$ cat src/rtl/ld_st_dcache_arbiter.sv
// ============================================================================
//  Module   : ld_st_dcache_arbiter
//  Brief    : Arbitrates a load buffer and a store buffer onto one dcache port,
//             one transaction outstanding, with store anti-starvation and flush.
//  Revision : 1.0 - initial release
// ============================================================================
`default_nettype none

module ld_st_dcache_arbiter #(
    parameter int ROB_ID_WIDTH = 5,
    parameter int STARVE_LIMIT = 4
) (
    input  logic                    clk,
    input  logic                    rst,

    input  logic                    ld_req_valid,
    output logic                    ld_req_ready,
    input  logic [31:0]             ld_req_addr,
    input  logic [2:0]              ld_req_width,
    input  logic [ROB_ID_WIDTH-1:0] ld_req_rob_id,

    input  logic                    st_req_valid,
    output logic                    st_req_ready,
    input  logic [31:0]             st_req_addr,
    input  logic [31:0]             st_req_data,
    input  logic [2:0]              st_req_width,

    output logic                    dc_req_valid,
    input  logic                    dc_req_ready,
    output logic                    dc_req_we,
    output logic [31:0]             dc_req_addr,
    output logic [31:0]             dc_req_wdata,
    output logic [2:0]              dc_req_width,

    input  logic                    dc_resp_valid,
    input  logic [31:0]             dc_resp_data,

    output logic                    ld_resp_valid,
    output logic [ROB_ID_WIDTH-1:0] ld_resp_rob_id,
    output logic [31:0]             ld_resp_data,

    input  logic                    flush,
    output logic                    busy
);

    localparam logic [1:0] c_IDLE = 2'd0;
    localparam logic [1:0] c_REQ  = 2'd1;
    localparam logic [1:0] c_WAIT = 2'd2;

    localparam int                 c_CNT_W      = (STARVE_LIMIT < 1) ? 1 : $clog2(STARVE_LIMIT + 1);
    localparam logic [c_CNT_W-1:0] c_STARVE_MAX = c_CNT_W'(STARVE_LIMIT);

    logic [1:0]              r_state;
    logic [1:0]              w_next_state;
    logic [c_CNT_W-1:0]      r_starve_cnt;
    logic                    r_kill;
    logic                    r_we;
    logic [31:0]             r_addr;
    logic [31:0]             r_wdata;
    logic [2:0]              r_width;
    logic [ROB_ID_WIDTH-1:0] r_rob_id;
    logic                    r_ld_resp_valid;
    logic [ROB_ID_WIDTH-1:0] r_ld_resp_rob_id;
    logic [31:0]             r_ld_resp_data;
    logic                    w_ld_grant;
    logic                    w_st_grant;
    logic                    w_resp_done;
    logic                    w_ld_done;

    // Grants are only issued from IDLE; a flush hides the load so a waiting
    // store can still take the slot in that cycle.
    always_comb begin
        w_ld_grant   = 1'b0;
        w_st_grant   = 1'b0;
        w_next_state = r_state;
        case (r_state)
            c_IDLE: begin
                if (!rst) begin
                    if (st_req_valid && (!ld_req_valid || flush || (r_starve_cnt == c_STARVE_MAX))) begin
                        w_st_grant = 1'b1;
                    end else if (ld_req_valid && !flush) begin
                        w_ld_grant = 1'b1;
                    end
                end
                if (w_ld_grant || w_st_grant) begin
                    w_next_state = c_REQ;
                end
            end
            c_REQ: begin
                if (dc_req_ready) begin
                    w_next_state = c_WAIT;
                end
            end
            c_WAIT: begin
                if (dc_resp_valid) begin
                    w_next_state = c_IDLE;
                end
            end
            default: w_next_state = c_IDLE;
        endcase
    end

    assign w_resp_done = (r_state == c_WAIT) && dc_resp_valid;
    assign w_ld_done   = w_resp_done && !r_we && !r_kill && !flush;

    always_ff @(posedge clk) begin
        if (rst) begin
            r_state          <= c_IDLE;
            r_starve_cnt     <= '0;
            r_kill           <= 1'b0;
            r_we             <= 1'b0;
            r_addr           <= '0;
            r_wdata          <= '0;
            r_width          <= '0;
            r_rob_id         <= '0;
            r_ld_resp_valid  <= 1'b0;
            r_ld_resp_rob_id <= '0;
            r_ld_resp_data   <= '0;
        end else begin
            r_state         <= w_next_state;
            r_ld_resp_valid <= w_ld_done;
            if (w_ld_done) begin
                r_ld_resp_rob_id <= r_rob_id;
                r_ld_resp_data   <= dc_resp_data;
            end

            if (w_ld_grant) begin
                r_we     <= 1'b0;
                r_addr   <= ld_req_addr;
                r_wdata  <= '0;
                r_width  <= ld_req_width;
                r_rob_id <= ld_req_rob_id;
                r_kill   <= 1'b0;
                if (st_req_valid && (r_starve_cnt != c_STARVE_MAX)) begin
                    r_starve_cnt <= r_starve_cnt + 1'b1;
                end
            end else if (w_st_grant) begin
                r_we         <= 1'b1;
                r_addr       <= st_req_addr;
                r_wdata      <= st_req_data;
                r_width      <= st_req_width;
                r_rob_id     <= '0;
                r_kill       <= 1'b0;
                r_starve_cnt <= '0;
            end else if (w_resp_done) begin
                r_kill <= 1'b0;
            end else if (flush && !r_we && ((r_state == c_REQ) || (r_state == c_WAIT))) begin
                // Committed stores are never killed; only loads lose their result.
                r_kill <= 1'b1;
            end
        end
    end

    assign ld_req_ready   = w_ld_grant;
    assign st_req_ready   = w_st_grant;
    assign dc_req_valid   = (r_state == c_REQ);
    assign dc_req_we      = r_we;
    assign dc_req_addr    = r_addr;
    assign dc_req_wdata   = r_wdata;
    assign dc_req_width   = r_width;
    assign ld_resp_valid  = r_ld_resp_valid;
    assign ld_resp_rob_id = r_ld_resp_rob_id;
    assign ld_resp_data   = r_ld_resp_data;
    assign busy           = (r_state != c_IDLE);

endmodule

`default_nettype wire

$ cat config.mk
export PLATFORM = sky130hd
export DESIGN_NAME = ld_st_dcache_arbiter
export DESIGN_NICKNAME = d
export VERILOG_FILES = /design/src/rtl/ld_st_dcache_arbiter.sv
export SDC_FILE = /design/constraint.sdc
export NUM_CORES = 1
export LEC_CHECK = 0
export ABC_AREA = 1
export ABC_CLOCK_PERIOD_IN_PS = 2900
export CAP_MARGIN = 20
export CORE_AREA = 5 5 114 116
export DETAILED_ROUTE_END_ITERATION = 16
export DIE_AREA = 0 0 119 121
export GPL_TIMING_DRIVEN = 0
export PLACE_DENSITY = 0.94
export SYNTH_ARGS = -nofsm -noshare
export SYNTH_HDL_FRONTEND = slang
export SYNTH_SLANG_ARGS = --single-unit
$ cat constraint.sdc
create_clock -name clk -period 2.9 [get_ports clk]
set_clock_uncertainty 0.05 [all_clocks]
set_input_delay 0.29 -clock clk [delete_from_list [all_inputs] [get_ports clk]]
set_output_delay 0.29 -clock clk [all_outputs]
set_load 0.05 [all_outputs]
==> flow_summary.yaml <==
cells_and_area:
  layout-area-overhead-vs-synth_pct: 68.15
  final-instance-count-excl-fill: 1129
  n_antenna_cell: 0
  postLayoutCoreUtil: 0.7052
  final_nets: 1120
  drive_above_1_share: 0.07128
logic_synthesis:
  ys_seq_area_frac: 0.4728
  synth_area_sq_um: 4954
  avgSynthCellArea_sq_um: 7.117
  synth_nets: 847
  ys_warn_count: 0
  synthTopCellsByArea: "dfxtp_1, nand2_1, a21oi_1"
  yosysTopAreaCellShare: 0.4728
  synth_seq_cells: 117
  synthDistinctLibCells: 22
  synth_cells: 696
  synth_top_area_cell: "dfxtp_1"
floorplan:
  die-area_sq_um: 14400
  core_sq_um: 11810
  start_util: 0.4194
  pin_count: 256
  die_x_microns: 119
  die_height_microns: 121
  rows: 40
drt:
  antenna_left: 0
  routed_wirelength_mm: 16.15
  drt_first_iter_violations: 320
  dr.pass1.iters: 5
  drc: 0
  vias: 5406
  viasPerCell: 4.788
  routedWlPerCell_microns: 14.31
timing:
  tns_ps: 0
  max_freq_mhz: 369.9
  slew_viol_final: 0
  period_share: 0.9322
  worstMarginPinSlew_ps: 553.8
  period_needed_ps: 2703
  hold_viol: 0
  finalSetupViolations: 0
  slew_headroom: 0.6296
  rsz0062_at_grt: "no"
placement:
  dp_hpwl_mm: 12.48
  dp.cells: 1097
  port_buffers: 254
  gp_congestion: 0.8684
clock_tree:
  post_cts_buffers: 0
  numCtsBuffers: 17
  cts.repair.resized: 4
  cts_sinks: 117
  clockBufferDepth: 2
  clk_pin_slew_worst_paths_ps: 50
  postCtsHoldBufs: 0
  htree_levels: 4
  cts_root_buffer: "clkbuf_16"
  clock_latency_ps: 390
  cts_tree: "built"
critical_path:
  startpoint: "r_state[0]"
  worstReg2RegStart: "r_state[0]"
  critPathTopFamily: "buffers and inverters"
  r2r_slack_ps: 860
  reg2reg_depth: 9
  crit_path_max_fanout: 10
  cp_cell_sequence: "inv_1 > ha_1 > buf_2 > clkbuf_2 > inv_1 > clkdlybuf4s50_1"
  crit_cells: 6
  slowest_stage: "clkdlybuf4s50_1"
  endpoint: "busy"
  cp_data_arrival_time_ps: 2360
  path_class: "register to primary output"
  critical_path_buf_inv_count: 5
  cpPeakStageDelay_ps: 800
  crit_top_cell: "inv_1"
  start_kind: "register"
  critPathRequiredTime_ps: 2560
  reg2reg_to: "ld_resp_data[25]"
  critPathCaptureType: "primary output"
worst_hold_path:
  worstHoldPathType: "input pin to register"
  min_path_cells: 2
global_routing:
  grt_pass1_vias: 5110
  gr-total-overflow: 0
  grt_max_degree: 17
  grt_pass1_wl_mm: 25.09
  antenna_found_initial: 0
  grt_use_total: 0.2153
job:
  maxCapViolations: 0
power_and_ir_drop:
  p_leak_nw: 3.382
  irDropWorstVdd_mv: 0.4199
  p_per_area_nw_per_um2: 731.0
run_status:
  status: "completed"
## cell usage in the layout (no fill, tap or decap), drive strengths merged, types with 4 or more instances in the layout
cell / count
inv: 85
clkinv: 4
dfxtp: 117
a21oi: 75
nand2: 164
clkinvlp: 4
nand3: 45
clkdlybuf4s50: 252
ha: 5
bufinv: 4
clkbuf: 43
nor2: 81
buf: 28
nand4: 36
o21ai: 37
## worst reg2reg max path, stage by stage, from the launching register on
cell      delay [ps]
dfxtp_1          330
inv_1             80
ha_1             210
nand2_1           80
inv_1             40
nand4_1          140
clkbuf_1         380
clkbuf_1         360
o21ai_0          190
nor2_1           130
## Yosys cell counts
library cell and n:
nand2_1 161, dfxtp_1 117, inv_1 81, nor2_1 80, a21oi_1 75, nand3_1 43
nand4_1 36, o21ai_0 34, clkbuf_1 21, buf_2 14, buf_4 5, buf_6 5
ha_1 5, buf_1 4, inv_2 4, o21ai_1 3, nand2_2 2, nand3_2 2
clkinv_2 1, nand2_4 1, nor2_4 1, o22ai_1 1
## registers in the layout, summed over array words and instances (netlist names)
signal	count
r_state	2
ld_resp_rob_id	5
r_rob_id	5
dc_req_addr	32
ld_resp_valid	1
r_kill	1
r_starve_cnt	3
dc_req_width	3
ld_resp_data	32
dc_req_we	1
dc_req_wdata	32
## cells by family after synthesis
| logic type | synth area share |
|---|---|
| simple gates | 0.2826 |
| buf+inv | 0.1175 |
| flops | 0.4728 |
| compound gates | 0.1144 |
| fa+ha+maj | 0.01263 |
## final cells by class
class | instances | area (sq um)
fill | 920 | 3482
timing repair buffer | 254 | 2536
sequential | 117 | 2342
multi-input combinational | 444 | 2029
clock buffer | 21 | 480.5
inverter | 86 | 324.1
buffer | 49 | 260.3
tap | 147 | 183.9
clock inverter | 11 | 172.7
## stage by stage
step / setup WS (ps) / instance area [sq um] / hold slack [ps] / total power [mW]
finish: 196.7 / 8329 / 125.2 / 6.089
floorplan: 1153 / 4954 / 377.8 / 3.133
global placement: 55.71 / 7680 / 385.8 / 3.843
global route: 20.69 / 8329 / 110.9 / 6.366
CTS: 103.2 / 8333 / 117.7 / 6.132
detailed placement: 37.08 / 7680 / 400.8 / 3.873
## how the worst min path moves through the flow
stage / start / endpoint / slack [ps]
global placement: r_kill / r_kill / 390
floorplan: r_kill / r_kill / 380
global route: rst / dc_req_addr[0] / 110
detailed placement: r_rob_id[3] / r_rob_id[3] / 400
CTS: rst / dc_req_addr[0] / 120
finish: rst / dc_req_addr[0] / 130
## power breakdown
part	switching, mW	total [mW]	internal (mW)
sequential	0.0922	1.89	1.80
clock	0.714	2.24	1.53
combinational	1.25	1.96	0.702
## metal layers
layer  share of wire  track usage  vias to the layer above
li1                -            -                     2762
met1            0.39       0.2421                     2411
met2            0.51       0.3826                      211
met3           0.078      0.06807                       22
met4           0.023      0.07676                        0
met5               0            0                        -
Power figures use the tool's default switching activity.
